File: config.mk
export PLATFORM = sky130hd
export DESIGN_NAME = issue_unit_flat
export DESIGN_NICKNAME = d
export VERILOG_FILES = /design/src/rtl/issue_unit_if.sv /design/src/rtl/issue_unit.sv /design/src/flat_wrapper.sv
export SDC_FILE = /design/constraint.sdc
export NUM_CORES = 1
export LEC_CHECK = 0
export BUFFER_PORTS_ARGS = -buffer_cell sky130_fd_sc_hd__buf_2
export CORE_MARGIN = 1.5
export CORE_UTILIZATION = 50
export CTS_BUF_LIST = sky130_fd_sc_hd__clkbuf_16
export DETAILED_ROUTE_END_ITERATION = 7
export PLACE_DENSITY = 0.77
export SLEW_MARGIN = 10
export SYNTH_ARGS = -nofsm -noshare
export SYNTH_HDL_FRONTEND = slang
export SYNTH_SLANG_ARGS = --single-unit
File: constraint.sdc
create_clock -name clk -period 3 [get_ports clk]
set_clock_uncertainty 0.15 [all_clocks]
set_input_delay 0.9 -clock clk [delete_from_list [all_inputs] [get_ports clk]]
set_output_delay 0.9 -clock clk [all_outputs]
set_load 0.1 [all_outputs]
File: src/rtl/issue_unit_if.sv
`default_nettype none
// ============================================================================
//  Module      : issue_unit_pkg / issue_unit_if
//  Description : Shared instruction types for the issue stage, and the
//                functional-unit issue bus (one-hot request, shared payload,
//                per-FU ready).
//                Ports of issue_unit_if:
//                  fu_valid [3:0]  one-hot issue request (0=ALU 1=BTU 2=MULT 3=LSU)
//                  fu_ready [3:0]  per-FU accept, same bit order
//                  fu_insn         issued instruction, shared by all FUs
//  Revision    : 1.0 - initial release
// ============================================================================

package issue_unit_pkg;

    localparam int ROB_TAG_LEN = 5;

    // Instruction as held by a reservation-station entry.
    typedef struct packed {
        logic [7:0]             opcode;
        logic [15:0]            imm;
        logic                   ready_src1;
        logic                   ready_src2;
        logic [ROB_TAG_LEN-1:0] insn_tag;
        logic [1:0]             fu_type;
    } INST_RS;

    // Candidate presented by the reservation station.
    typedef struct packed {
        logic   valid;
        INST_RS insn;
    } RS_ENTRY;

endpackage

interface issue_unit_if;
    import issue_unit_pkg::*;

    logic [3:0] fu_valid;
    logic [3:0] fu_ready;
    INST_RS     fu_insn;

    // master: the issue unit; slave: the functional units.
    modport master (output fu_valid, output fu_insn, input fu_ready);
    modport slave  (input fu_valid, input fu_insn, output fu_ready);

endinterface

`default_nettype wire

File: src/rtl/issue_unit.sv
`default_nettype none
// ============================================================================
//  Module      : issue_unit
//  Description : Issue stage behind the reservation station. Latches one
//                ready candidate into an issue register, offers it to the
//                selected functional unit over a valid/ready handshake,
//                tells the RS to retire the accepted entry, masks the
//                one-cycle stale duplicate the RS shows after a clear, and
//                counts transfers and stall cycles.
//  Ports       :
//    clk          in   system clock
//    reset        in   asynchronous active-low reset
//    rs_insn      in   RS candidate (insn_for_ex)
//    flush        in   synchronous squash
//    fu           bus  issue_unit_if.master (fu_valid/fu_insn out, fu_ready in)
//    clear        out  retire request to the RS (same cycle as accept)
//    clear_tag    out  tag to retire (0 when clear is low)
//    issue_count  out  completed FU transfers (wrapping)
//    stall_count  out  cycles a held instruction waited on fu_ready (wrapping)
//  Revision    : 1.0 - initial release
// ============================================================================

module issue_unit
    import issue_unit_pkg::*;
#(
    parameter int CNT_WIDTH = 32
) (
    input  wire logic                   clk,
    input  wire logic                   reset,
    input  wire RS_ENTRY                rs_insn,
    input  wire logic                   flush,
    issue_unit_if.master                fu,
    output logic                        clear,
    output logic [ROB_TAG_LEN-1:0]      clear_tag,
    output logic [CNT_WIDTH-1:0]        issue_count,
    output logic [CNT_WIDTH-1:0]        stall_count
);

    localparam logic [CNT_WIDTH-1:0] CNT_ONE = {{(CNT_WIDTH-1){1'b0}}, 1'b1};

    typedef enum logic [0:0] {
        EMPTY = 1'b0,
        HOLD  = 1'b1
    } state_t;

    state_t                 state;
    INST_RS                 out_insn;
    logic                   sup_valid;
    logic [ROB_TAG_LEN-1:0] sup_tag;

    logic                   out_valid;
    logic [3:0]             fu_sel;
    logic                   transfer;
    logic                   dup;
    logic                   eligible;
    logic                   accept;

    assign out_valid = (state == HOLD);

    always_comb begin
        fu_sel                   = 4'b0000;
        fu_sel[out_insn.fu_type] = 1'b1;
    end

    assign fu.fu_valid = (out_valid && !flush) ? fu_sel : 4'b0000;
    assign fu.fu_insn  = out_insn;
    assign transfer    = |(fu.fu_valid & fu.fu_ready);

    // The RS output register still shows the entry retired last cycle.
    assign dup      = sup_valid && (rs_insn.insn.insn_tag == sup_tag);

    // Gating with reset keeps clear low while the block is held in reset,
    // whatever the RS happens to present.
    assign eligible = reset && rs_insn.valid && rs_insn.insn.ready_src1
                      && rs_insn.insn.ready_src2 && !dup;
    assign accept   = eligible && (!out_valid || transfer) && !flush;

    assign clear     = accept;
    assign clear_tag = accept ? rs_insn.insn.insn_tag : '0;

    always_ff @(posedge clk or negedge reset) begin
        if (!reset) begin
            state       <= EMPTY;
            out_insn    <= '0;
            sup_valid   <= 1'b0;
            sup_tag     <= '0;
            issue_count <= '0;
            stall_count <= '0;
        end else begin
            if (flush) begin
                state     <= EMPTY;
                sup_valid <= 1'b0;
            end else begin
                case (state)
                    EMPTY:   if (accept) state <= HOLD;
                    // Transfer plus accept in one cycle stays in HOLD with
                    // the new instruction: no bubble.
                    HOLD:    if (transfer && !accept) state <= EMPTY;
                    default: state <= EMPTY;
                endcase

                sup_valid <= accept;
                if (accept) begin
                    sup_tag  <= rs_insn.insn.insn_tag;
                    out_insn <= rs_insn.insn;
                end
            end

            // fu_valid is forced low under flush, so neither counter moves.
            if (transfer) begin
                issue_count <= issue_count + CNT_ONE;
            end
            if (out_valid && !transfer && !flush) begin
                stall_count <= stall_count + CNT_ONE;
            end
        end
    end

endmodule

`default_nettype wire
File: src/flat_wrapper.sv
// flat-port wrapper written by rule: the top's interface ports become plain ports
module issue_unit_flat import issue_unit_pkg::*;
#(
    parameter int CNT_WIDTH = 32
)
  (clk, reset, rs_insn, flush, clear, clear_tag, issue_count, stall_count, fu_fu_valid, fu_fu_insn, fu_fu_ready);
  issue_unit_if fu_i ();
  input  wire logic clk;
  input  wire logic reset;
  input  wire RS_ENTRY rs_insn;
  input  wire logic flush;
  output logic clear;
  output logic [ROB_TAG_LEN-1:0] clear_tag;
  output logic [CNT_WIDTH-1:0] issue_count;
  output logic [CNT_WIDTH-1:0] stall_count;
  output wire logic [$bits(fu_i.fu_valid)-1:0] fu_fu_valid;
  output wire logic [$bits(fu_i.fu_insn)-1:0] fu_fu_insn;
  input wire logic [$bits(fu_i.fu_ready)-1:0] fu_fu_ready;
  assign fu_fu_valid = fu_i.fu_valid;
  assign fu_fu_insn = fu_i.fu_insn;
  assign fu_i.fu_ready = fu_fu_ready;
  issue_unit #(.CNT_WIDTH(CNT_WIDTH)) u_core (.clk(clk), .reset(reset), .rs_insn(rs_insn), .flush(flush), .fu(fu_i), .clear(clear), .clear_tag(clear_tag), .issue_count(issue_count), .stall_count(stall_count));
endmodule
* After elaboration in Yosys (flattened, before gate mapping) *
Cells that the tools add are included.

storage, ports and cells
  bits in registers = 99
  bits of input ports = 41
  output and inout port bits = 107
  logic and storage cells = 47

operators by class
  add/sub/neg operators = 2
  magnitude comparators = 2
  equal/unequal tests = 1
  muxes and demuxes = 9
  bitwise gates (word level) = 3
  reductions and logical operators = 20

operators with widths
  cell                                                                count
  adder 32 x 1 -> 32 bit (second input constant)                      2
  logical AND 1 bit                                                   12
  equality test 5 bit                                                 1
  zero test 1 bit                                                     5
  two-way mux 1 bit                                                   5
  two-way mux 5 bit                                                   1
  bitwise AND 4 bit                                                   1
  two-way mux 4 bit                                                   1
  OR reduction 4 bit                                                  1
  < comparator 2 x 3 -> 1 bit (second input constant)                 1
  demux 1 bit (select 2 bit)                                          1
  greater-or-equal comparator 2 x 1 -> 1 bit (second input constant)  1
  inverter 1 bit                                                      2
  case mux 1 bit (2 select lines)                                     1
  AND reduction 2 bit                                                 1
  logical OR 1 bit                                                    1

* Longest topological paths before layout *
Gate-level depths: netlist of the first run.

  depth after elaboration = 15
  mapped depth = 7
  gate-level depth less buffers = 5

* Worst setup path before layout of the first run *
No wires, ideal clock.

  kind = register to output
  start point = reg u_core.out_insn (netlist bit u_core.fu.fu_insn[1])
  end point = out clear_tag[0]
  data arrival time = 2.985 ns
  required time = 1.950 ns
  slack = -1.035 ns
  stages on the path, launching flop included = 7
  path buffers = 2
  cell sequence = dfrtp_1 > buf_6 > mux2i_4 > nand3_1 > nand4_1 > clkbuf_1 > nor2_1

on the way
  cells in the longest elaborated chain, start to end = 11
  elaborated cells on any way between the ends = 12
  classes of those cells = order compare (2); mux (4); bitwise (1); reduce/logical (5)

RTL lines
  what                                                                                                                    RTL line            RTL
  start: declaration                                                                                                      issue_unit.sv:47    INST_RS out_insn;
  start signal: assignment                                                                                                issue_unit.sv:105   out_insn <= rs_insn.insn;
  < comparator 2 x 3 -> 1 bit (not written as such) / greater-or-equal comparator 2 x 1 -> 1 bit (equally long branches)  issue_unit.sv:62    fu_sel[out_insn.fu_type] = 1'b1;
  logical AND 1 bit (not written as such)                                                                                 issue_unit.sv:62
  two-way mux 1 bit (not written as such)                                                                                 issue_unit.sv:62
  demux 1 bit (select 2 bit) *                                                                                            --
  two-way mux 4 bit *                                                                                                     issue_unit.sv:65    assign fu.fu_valid = (out_valid && !flush) ? fu_sel : 4'b0000;
  bitwise AND 4 bit *                                                                                                     issue_unit.sv:67    assign transfer = |(fu.fu_valid & fu.fu_ready);
  OR reduction 4 bit *                                                                                                    issue_unit.sv:67
  logical OR 1 bit *                                                                                                      issue_unit.sv:76    assign accept = eligible && (!out_valid || transfer) && !flush;
  logical AND 1 bit * (2 in series)                                                                                       issue_unit.sv:76
  two-way mux 5 bit *                                                                                                     issue_unit.sv:79    assign clear_tag = accept ? rs_insn.insn.insn_tag : '0;
  end: declaration                                                                                                        flat_wrapper.sv:13  output logic [ROB_TAG_LEN-1:0] clear_tag;

Mark *: on every way between the ends. The rest lies on a longest branch, timed or not.

* Worst setup path in the final report of the first run *
  start point = in rs_insn[4] (netlist bit)
  end point = out clear

on the way
  cells in the longest elaborated chain, start to end = 6

RTL lines
  what                             RTL line            RTL
  start: declaration               flat_wrapper.sv:10  input wire RS_ENTRY rs_insn;
  equality test 5 bit              issue_unit.sv:70    assign dup = sup_valid && (rs_insn.insn.insn_tag == sup_tag);
  logical AND 1 bit                issue_unit.sv:70
  zero test 1 bit                  issue_unit.sv:75    && rs_insn.insn.ready_src2 && !dup;
  logical AND 1 bit                issue_unit.sv:75
  logical AND 1 bit (2 in series)  issue_unit.sv:76
  end: declaration                 flat_wrapper.sv:12  output logic clear;

No other way between the ends.

==> metrics.md, run 1 <==
| Metric | Value |
|---|---|
| Status | `complete, but fails checks` |
| Failing checks | `setup timing` |
| H-Tree Depth | `3` |
| CTS Buffer Depth | `2` |
| CTS tree | `done` |
| Mapped Area | `4400 sq um` |
| Minimum clock period | `3.30 ns` |
| Avg WL per Cell | `15.5 um` |
| Hold Violations, Final | `0` |
| Gr ovfl total | `0` |
| Fmax | `303 MHz` |
| Antenna diode count | `0` |
| CP Capture Type | `output pin` |
| Cell Rows | `34` |
| GPL Wtd Cong | `0.815` |
| Num Clock Sinks | `99` |
| Post-synthesis net count | `408` |
| Relative slew slack | `39.1%` |
| Pre-antenna DRT Iters | `4` |
| Core area | `8640 sq um` |
| Post-Syn Instances | `365` |
| Slew Viols, Final | `0` |
| MaxCap Viol Count | `0` |
| Avg Vias per Cell | `5.24` |
| Post-synth cell types | `33` |
| Final ANT Viol Nets | `0` |
| Sequential cell fraction of total power | `39.0%` |
| Hold-fix buffers, CTS | `0` |
| Residual DRC | `0` |
| First-pass GRT wire length | `16.7 mm` |
| PD cells | `689 nW/um^2` |
| Post-DP HPWL | `7.17 mm` |
| Logic gate share of total power | `33.2%` |
| Largest net degree at the start of global routing | `75` |
| Initial Util | `51.0%` |
| Vias in the first global route | `3,439` |
| Cells along the critical path | `buf_6, xor2_1, nor4_1, nand3_1, nand4_1, buf_12, clkinvlp_4, buf_12` |
| Syn Area/Cell | `12.1 sq um` |
| Worst vdd ir | `0.744 mV` |
| Antenna violations before repair | `0` |
| Vias | `3,359` |
| Net Sw Power | `1.70 mW` |
| Unrepaired setup endpoints after global routing | `true` |
| Synth Register Bits | `99` |
| Max stage delay on crit path | `0.38 ns` |
| Period utilisation layout | `110%` |
| Worst skew pair latency | `0.34 ns` |
| Post-route insts no fill | `641` |
| Global Route Usage Sum | `22.1%` |
| Crit Path Class | `in -> out` |
| Final instance area | `5860 sq um` |
| Worst slew pin tran | `0.914 ns` |
| Largest delay contributor family on the critical path | `simple AND/OR/NAND/NOR gates` |
| Crit-path slowest cell | `nor4_1` |
| Die height | `96.8 um` |
| Layout fillers | `640` |
| Root Buffer | `clkbuf_16` |
| Inst Count DP | `621` |
| Area of the multi-input gates | `1870 sq um` |
| FF+latch area | `2490 sq um` |
| Final Setup Violations | `6` |
| Register area share after synthesis | `56.3%` |
| Die width | `96.8 um` |
| Syn-to-layout area delta | `33.1%` |
| Leakage power | `2.98 nW` |
| Starting DRC count in detailed routing | `124` |
| Clock power share | `27.8%` |
| Critical path depth | `8` |
| Layout cell share with drive strength beyond 1 | `43.9%` |
| WP data required | `1.95 ns` |
| Placed inst area | `5530 sq um` |
| CP Max Fanout | `5` |
| # IOs | `148` |
| Setup ws final | `-0.303 ns` |
| Hold path cells | `1` |
| Dpl ws | `-0.176 ns` |
| Hold slack | `0.320 ns` |
| Wirelength, routed | `9.94 mm` |
| Synth warn | `0` |
| Clk slew on worst S/H paths | `0.07 ns` |
| CP Launch Type | `primary input` |
| Power Internal | `2.34 mW` |
| Sw frac | `42.0%` |
| CTS Buf Count | `9` |
| Worst Reg2Reg Path Length in Cells | `9` |
| Most used cell, CP | `buf_12` |
| Nets@finish | `571` |
| Die area | `9380 sq um` |
| Port-buffer cells | `147` |
| Tightest Hold Check Type | `reg -> reg` |
| Setup TNS | `-1.52 ns` |
| WP data arrival | `2.25 ns` |
| WP buf/inv | `4` |
[repair_timing]
action / 4_1_cts / 5_1_grt
resized for setup: 3 / 0
buffers inserted: 2 / 2
setup endpoints to repair: 6 / 6
endpoints found under the hold margin: 0 / 0
pin swaps: 3 / 3
[cell usage in the layout (no fill, tap or decap), drive strengths merged, types with 4 or more instances in the layout]
master / n
nor2: 23
dfrtp: 99
nor3: 8
xnor2: 45
nand2: 19
and4: 4
clkbuf: 9
nand4: 26
nand3: 26
mux2: 33
inv: 13
buf: 162
and3: 10
nor4: 7
xor2: 22
[cell families (layout without fill, tap and decap cells)]
family                     count (synthesis)  in the layout  share of synthesized area [%]
AOI/OAI and AO/OA                          2              2                          0.568
xor gates and xnor gates                  67             67                           13.3
adders and majority gates                  2              2                          0.568
buffers and inverters                     22            190                           2.30
DFF                                       99             99                           56.3
muxes                                     35             35                           9.46
and+or+nand+nor                          138            138                           17.5
[cell usage after synthesis (all sizes together)]
cell	number	area, sq um
a22oi	1	12.5
and2	3	18.8
and3	10	62.6
and3b	1	8.76
and4	4	35.0
and4bb	1	12.5
buf	8	48.8
clkbuf	2	7.51
dfrtp	99	2480
ha	2	25.0
inv	12	45.0
mux2	33	372
mux2i	2	45.0
nand2	19	71.3
nand2b	3	18.8
nand3	26	130
nand3b	2	15.0
nand4	26	163
nor2	23	93.8
nor3	8	40.0
nor3b	1	12.5
nor4	7	58.8
o22ai	1	12.5
or2	2	15.0
or3	1	6.26
or3b	1	8.76
xnor2	45	394
xor2	22	193
[worst paths after layout]
path                                   startpoint                      to  slack [ns]
max                                    rs_insn[4]                   clear       -0.30
min                        u_core.stall_count[31]  u_core.stall_count[31]        0.32
max reg2reg                  u_core.fu.fu_insn[4]    u_core.fu.fu_insn[0]        0.46
min reg2reg                u_core.stall_count[31]  u_core.stall_count[31]        0.32
max in group asynchronous                   reset    u_core.fu.fu_insn[5]        1.01
min in group asynchronous                   reset   u_core.fu.fu_insn[12]        0.41
[per-layer routing]
| metal | vias up | track usage, % | part of all wire (%) |
|---|---|---|---|
| met5 | - | 0 | 0 |
| met4 | 0 | 8.81 | 2.7 |
| met3 | 21 | 4.84 | 5.2 |
| met2 | 101 | 37.2 | 51 |
| met1 | 1649 | 27.8 | 41 |
| li1 | 1588 | - | - |
[flip-flops by register name (all words and copies together) (netlist names)]
register            flops
u_core.fu.fu_insn      33
u_core.sup_valid        1
u_core.issue_count     32
u_core.out_valid        1
u_core.stall_count     32
[layout make-up]
type	instances	share of cell area (%)
clock buffers	9	3.84
inverters	12	0.833
flip-flops and latches	99	42.4
clock inverters	7	1.07
multi-input cells	244	31.9
well taps	108	2.31
repair buffers	162	17.6
[power groups by stage]
| stage | Combinational (mW) | Sequential [mW] | Clock [mW] |
|---|---|---|---|
| 2_1_floorplan | 0.190 | 2.49 | 0 |
| 3_3_place_gp | 1.33 | 1.59 | 0 |
| 3_5_place_dp | 1.35 | 1.59 | 0 |
| 4_1_cts | 1.35 | 1.57 | 1.14 |
| 5_1_grt | 1.39 | 1.59 | 1.19 |
| 6_report | 1.34 | 1.57 | 1.12 |
[worst reg2reg max path, delay by kind of cell, from the launching register on]
family                    cells  cell delay, ns
DFF                           1            0.42
xor gates and xnor gates      1            0.16
and+or+nand+nor               3            0.71
buffers and inverters         4            0.60
muxes                         1            0.38
[per-stage QoR]
stage               util (%)  total power, mW
floorplan                  -             2.68
global placement        64.0             2.92
detailed placement      64.0             2.94
CTS                     67.7             4.06
global route            67.8             4.17
finish                  67.8             4.04
(Power assumes the default switching activity.)
==> run 2, diff against run 1 <==
--- a/config.mk
+++ b/config.mk
@@ -5,7 +5,7 @@
 export SDC_FILE = /design/constraint.sdc
 export NUM_CORES = 1
 export LEC_CHECK = 0
-export BUFFER_PORTS_ARGS = -buffer_cell sky130_fd_sc_hd__buf_2
+export BUFFER_PORTS_ARGS = -buffer_cell sky130_fd_sc_hd__buf_4
 export CORE_MARGIN = 1.5
 export CORE_UTILIZATION = 50
 export CTS_BUF_LIST = sky130_fd_sc_hd__clkbuf_16
==> metrics.md, run 2 (synthesis gave the netlist of run 1 again) <==
| Metric | Value |
|---|---|
| Crit-path slowest cell | `nor4_2 (was nor4_1)` |
| FF+latch area | `2490 sq um (unchanged)` |
| CTS Buffer Depth | `2 (unchanged)` |
| Num Clock Sinks | `99 (unchanged)` |
| Residual DRC | `0 (unchanged)` |
| Relative slew slack | `27.9% (was 39.1%)` |
| Period utilisation layout | `109% (was 110%)` |
| Placed inst area | `5730 sq um (was 5530 sq um)` |
| Avg WL per Cell | `15.9 um (was 15.5 um)` |
| WP data arrival | `2.22 ns (was 2.25 ns)` |
| Gr ovfl total | `0 (unchanged)` |
| Vias | `3,420 (was 3,359)` |
| Worst reg2reg setup slack | `0.24 ns (was 0.46 ns)` |
| Setup ws final | `-0.275 ns (was -0.303 ns)` |
| CTS Buf Count | `9 (unchanged)` |
| CP Launch Type | `primary input (unchanged)` |
| Most used cell, CP | `buf_12 (unchanged)` |
| WP data required | `1.95 ns (about the same)` |
| Core area | `8640 sq um (unchanged)` |
| Worst skew pair latency | `0.33 ns (was 0.34 ns)` |
| Worst slew pin tran | `1.08 ns (was 0.914 ns)` |
| First-pass GRT wire length | `16.9 mm (was 16.7 mm)` |
| Die width | `96.8 um (unchanged)` |
| Final design utilization | `72.6% (was 67.8%)` |
| Status | `complete, but fails checks (unchanged)` |
| Final Setup Violations | `6 (unchanged)` |
| Die area | `9380 sq um (unchanged)` |
| Tightest Hold Check Type | `reg -> reg (unchanged)` |
| Cells along the critical path | `buf_8, xor2_2, nor4_2, nand3_1, nand4_1, buf_12, clkinvlp_4, buf_12 (was buf_6, xor2_1, nor4_1, nand3_1, nand4_1, buf_12, clkinvlp_4, buf_12)` |
| Hold-fix buffers, CTS | `0 (unchanged)` |
| Setup TNS | `-1.29 ns (was -1.52 ns)` |
| Crit Path Class | `in -> out (unchanged)` |
| Met3 Routed Length | `635 um (was 519 um)` |
| Worst Hold End | `u_core.stall_count[31] (unchanged)` |
| Starting DRC count in detailed routing | `145 (was 124)` |
| Unrepaired setup endpoints after global routing | `true (unchanged)` |
| Antenna diode count | `0 (unchanged)` |
| # IOs | `148 (unchanged)` |
| Worst vdd ir | `0.650 mV (was 0.744 mV)` |
| Antenna violations before repair | `0 (unchanged)` |
| Nets@finish | `579 (was 571)` |
| H-Tree Depth | `3 (unchanged)` |
| Area of the multi-input gates | `1910 sq um (was 1870 sq um)` |
| Initial Util | `51.0% (unchanged)` |
| Fmax | `305 MHz (was 303 MHz)` |
| Largest delay contributor family on the critical path | `simple AND/OR/NAND/NOR gates (unchanged)` |
| Port-buffer cells | `147 (unchanged)` |
| Final instance area | `6270 sq um (was 5860 sq um)` |
| CTS tree | `done (unchanged)` |
| Top Layer Used | `met4 (unchanged)` |
| WP buf/inv | `4 (unchanged)` |
| Failing checks | `setup timing (unchanged)` |
| Worst R2R End | `u_core.fu.fu_insn[16] (was u_core.fu.fu_insn[0])` |
| Wirelength, routed | `10.3 mm (was 9.94 mm)` |
| PD cells | `647 nW/um^2 (was 689 nW/um^2)` |
| Most common cell after layout, fill and taps aside | `buf_4 (was buf_2)` |
| Most frequent cells in the layout | `buf_4 (157), dfrtp_1 (92), xnor2_1 (45), mux2_2 (33) (was buf_2 (134), dfrtp_1 (92), xnor2_1 (45), mux2_2 (33))` |
| Vias in the first global route | `3,488 (was 3,439)` |
| Layout fillers | `590 (was 640)` |
| MaxCap Viol Count | `0 (unchanged)` |
| Routed met2 length | `5.13 mm (was 5.03 mm)` |
| Hold path cells | `1 (unchanged)` |
| Pre-antenna DRT Iters | `4 (unchanged)` |
| Hold_sp | `u_core.stall_count[31] (unchanged)` |
| Clk slew on worst S/H paths | `0.07 ns (about the same)` |
| Post-DP HPWL | `6.97 mm (was 7.17 mm)` |
| Slew Viols, Final | `0 (unchanged)` |
| Syn-to-layout area delta | `42.3% (was 33.1%)` |
| CP Capture Type | `output pin (unchanged)` |
| Worst R2R Start | `u_core.fu.fu_insn[4] (unchanged)` |
| Minimum clock period | `3.27 ns (was 3.30 ns)` |
| DRT met1 WL | `4.36 mm (was 4.12 mm)` |
| Max FFs per register | `33 (unchanged)` |
| Die height | `96.8 um (unchanged)` |
| Leakage power | `3.08 nW (was 2.98 nW)` |
| Layout cell share with drive strength beyond 1 | `45.5% (was 43.9%)` |
| Root Buffer | `clkbuf_16 (unchanged)` |
| CP Max Fanout | `7 (was 5)` |
| Avg Vias per Cell | `5.27 (was 5.24)` |
| Hold Violations, Final | `0 (unchanged)` |
| Cell Rows | `34 (unchanged)` |
| Worst Reg2Reg Path Length in Cells | `13 (was 9)` |
| Max stage delay on crit path | `0.31 ns (was 0.38 ns)` |
| Final ANT Viol Nets | `0 (unchanged)` |
| GPL Wtd Cong | `0.803 (was 0.815)` |
| Largest net degree at the start of global routing | `89 (was 75)` |
| Global Route Usage Sum | `21.9% (was 22.1%)` |
-- run 2: worst reg2reg max path, cell delays in order, from the launching register on --
cell and delay, ns:
dfrtp_2 0.44, xor2_2 0.18, nor4_2 0.31, nand3_1 0.14, nand4_1 0.18, buf_4 0.14
buf_4 0.10, buf_4 0.09, buf_4 0.09, buf_4 0.09, buf_4 0.09, buf_4 0.17
clkbuf_16 0.16, mux2_2 0.32
-- run 2: area by class of cell --
class	instances	share of cell area (%)
clock buffers	9	3.59
clock inverters	7	0.599
inverters	12	0.779
multi-input cells	244	30.4
flip-flops and latches	99	39.7
well taps	108	2.16
repair buffers	170	22.8
-- run 2: timing repair --
item | in CTS | in global routing
buffers inserted | 11 | 2
gates resized for setup | 23 | 6
endpoints found under the setup margin | 6 | 25
pin swaps | 6 | 6
gates cloned | 0 | 3
-- run 2: power breakdown --
group,switching [mW],internal (mW),leakage (nW)
sequential,0.121,1.46,1.30
combinational,1.11,0.336,1.65
clock,0.472,0.552,0.135
-- run 2: worst max-delay path by stage --
stage,to,start,depth (start not counted)
3_3_place_gp,clear,rs_insn[3],8
3_5_place_dp,clear,rs_insn[3],8
2_1_floorplan,clear,rs_insn[3],6
5_1_grt,clear,rs_insn[4],8
6_report,clear,rs_insn[4],8
4_1_cts,clear,rs_insn[4],8
-- run 2: through the flow --
| stage | total power [mW] | cells | hold WS [ns] | setup WS [ns] |
|---|---|---|---|---|
| 2_1_floorplan | 2.68 | 365 | 0.454 | -0.230 |
| 4_1_cts | 4.07 | 647 | 0.323 | -0.188 |
| 3_5_place_dp | 3.03 | 620 | 0.314 | -0.237 |
| 5_1_grt | 4.20 | 649 | 0.330 | -0.320 |
| 3_3_place_gp | 3.01 | 620 | 0.304 | -0.193 |
| 6_report | 4.06 | 649 | 0.317 | -0.275 |
-- run 2: metal layers --
metal  vias to the layer above  track usage (%)
met2                       111             34.6
met1                      1685             29.4
met3                        18             4.70
li1                       1606                -
met4                         0             9.59
met5                         -                0
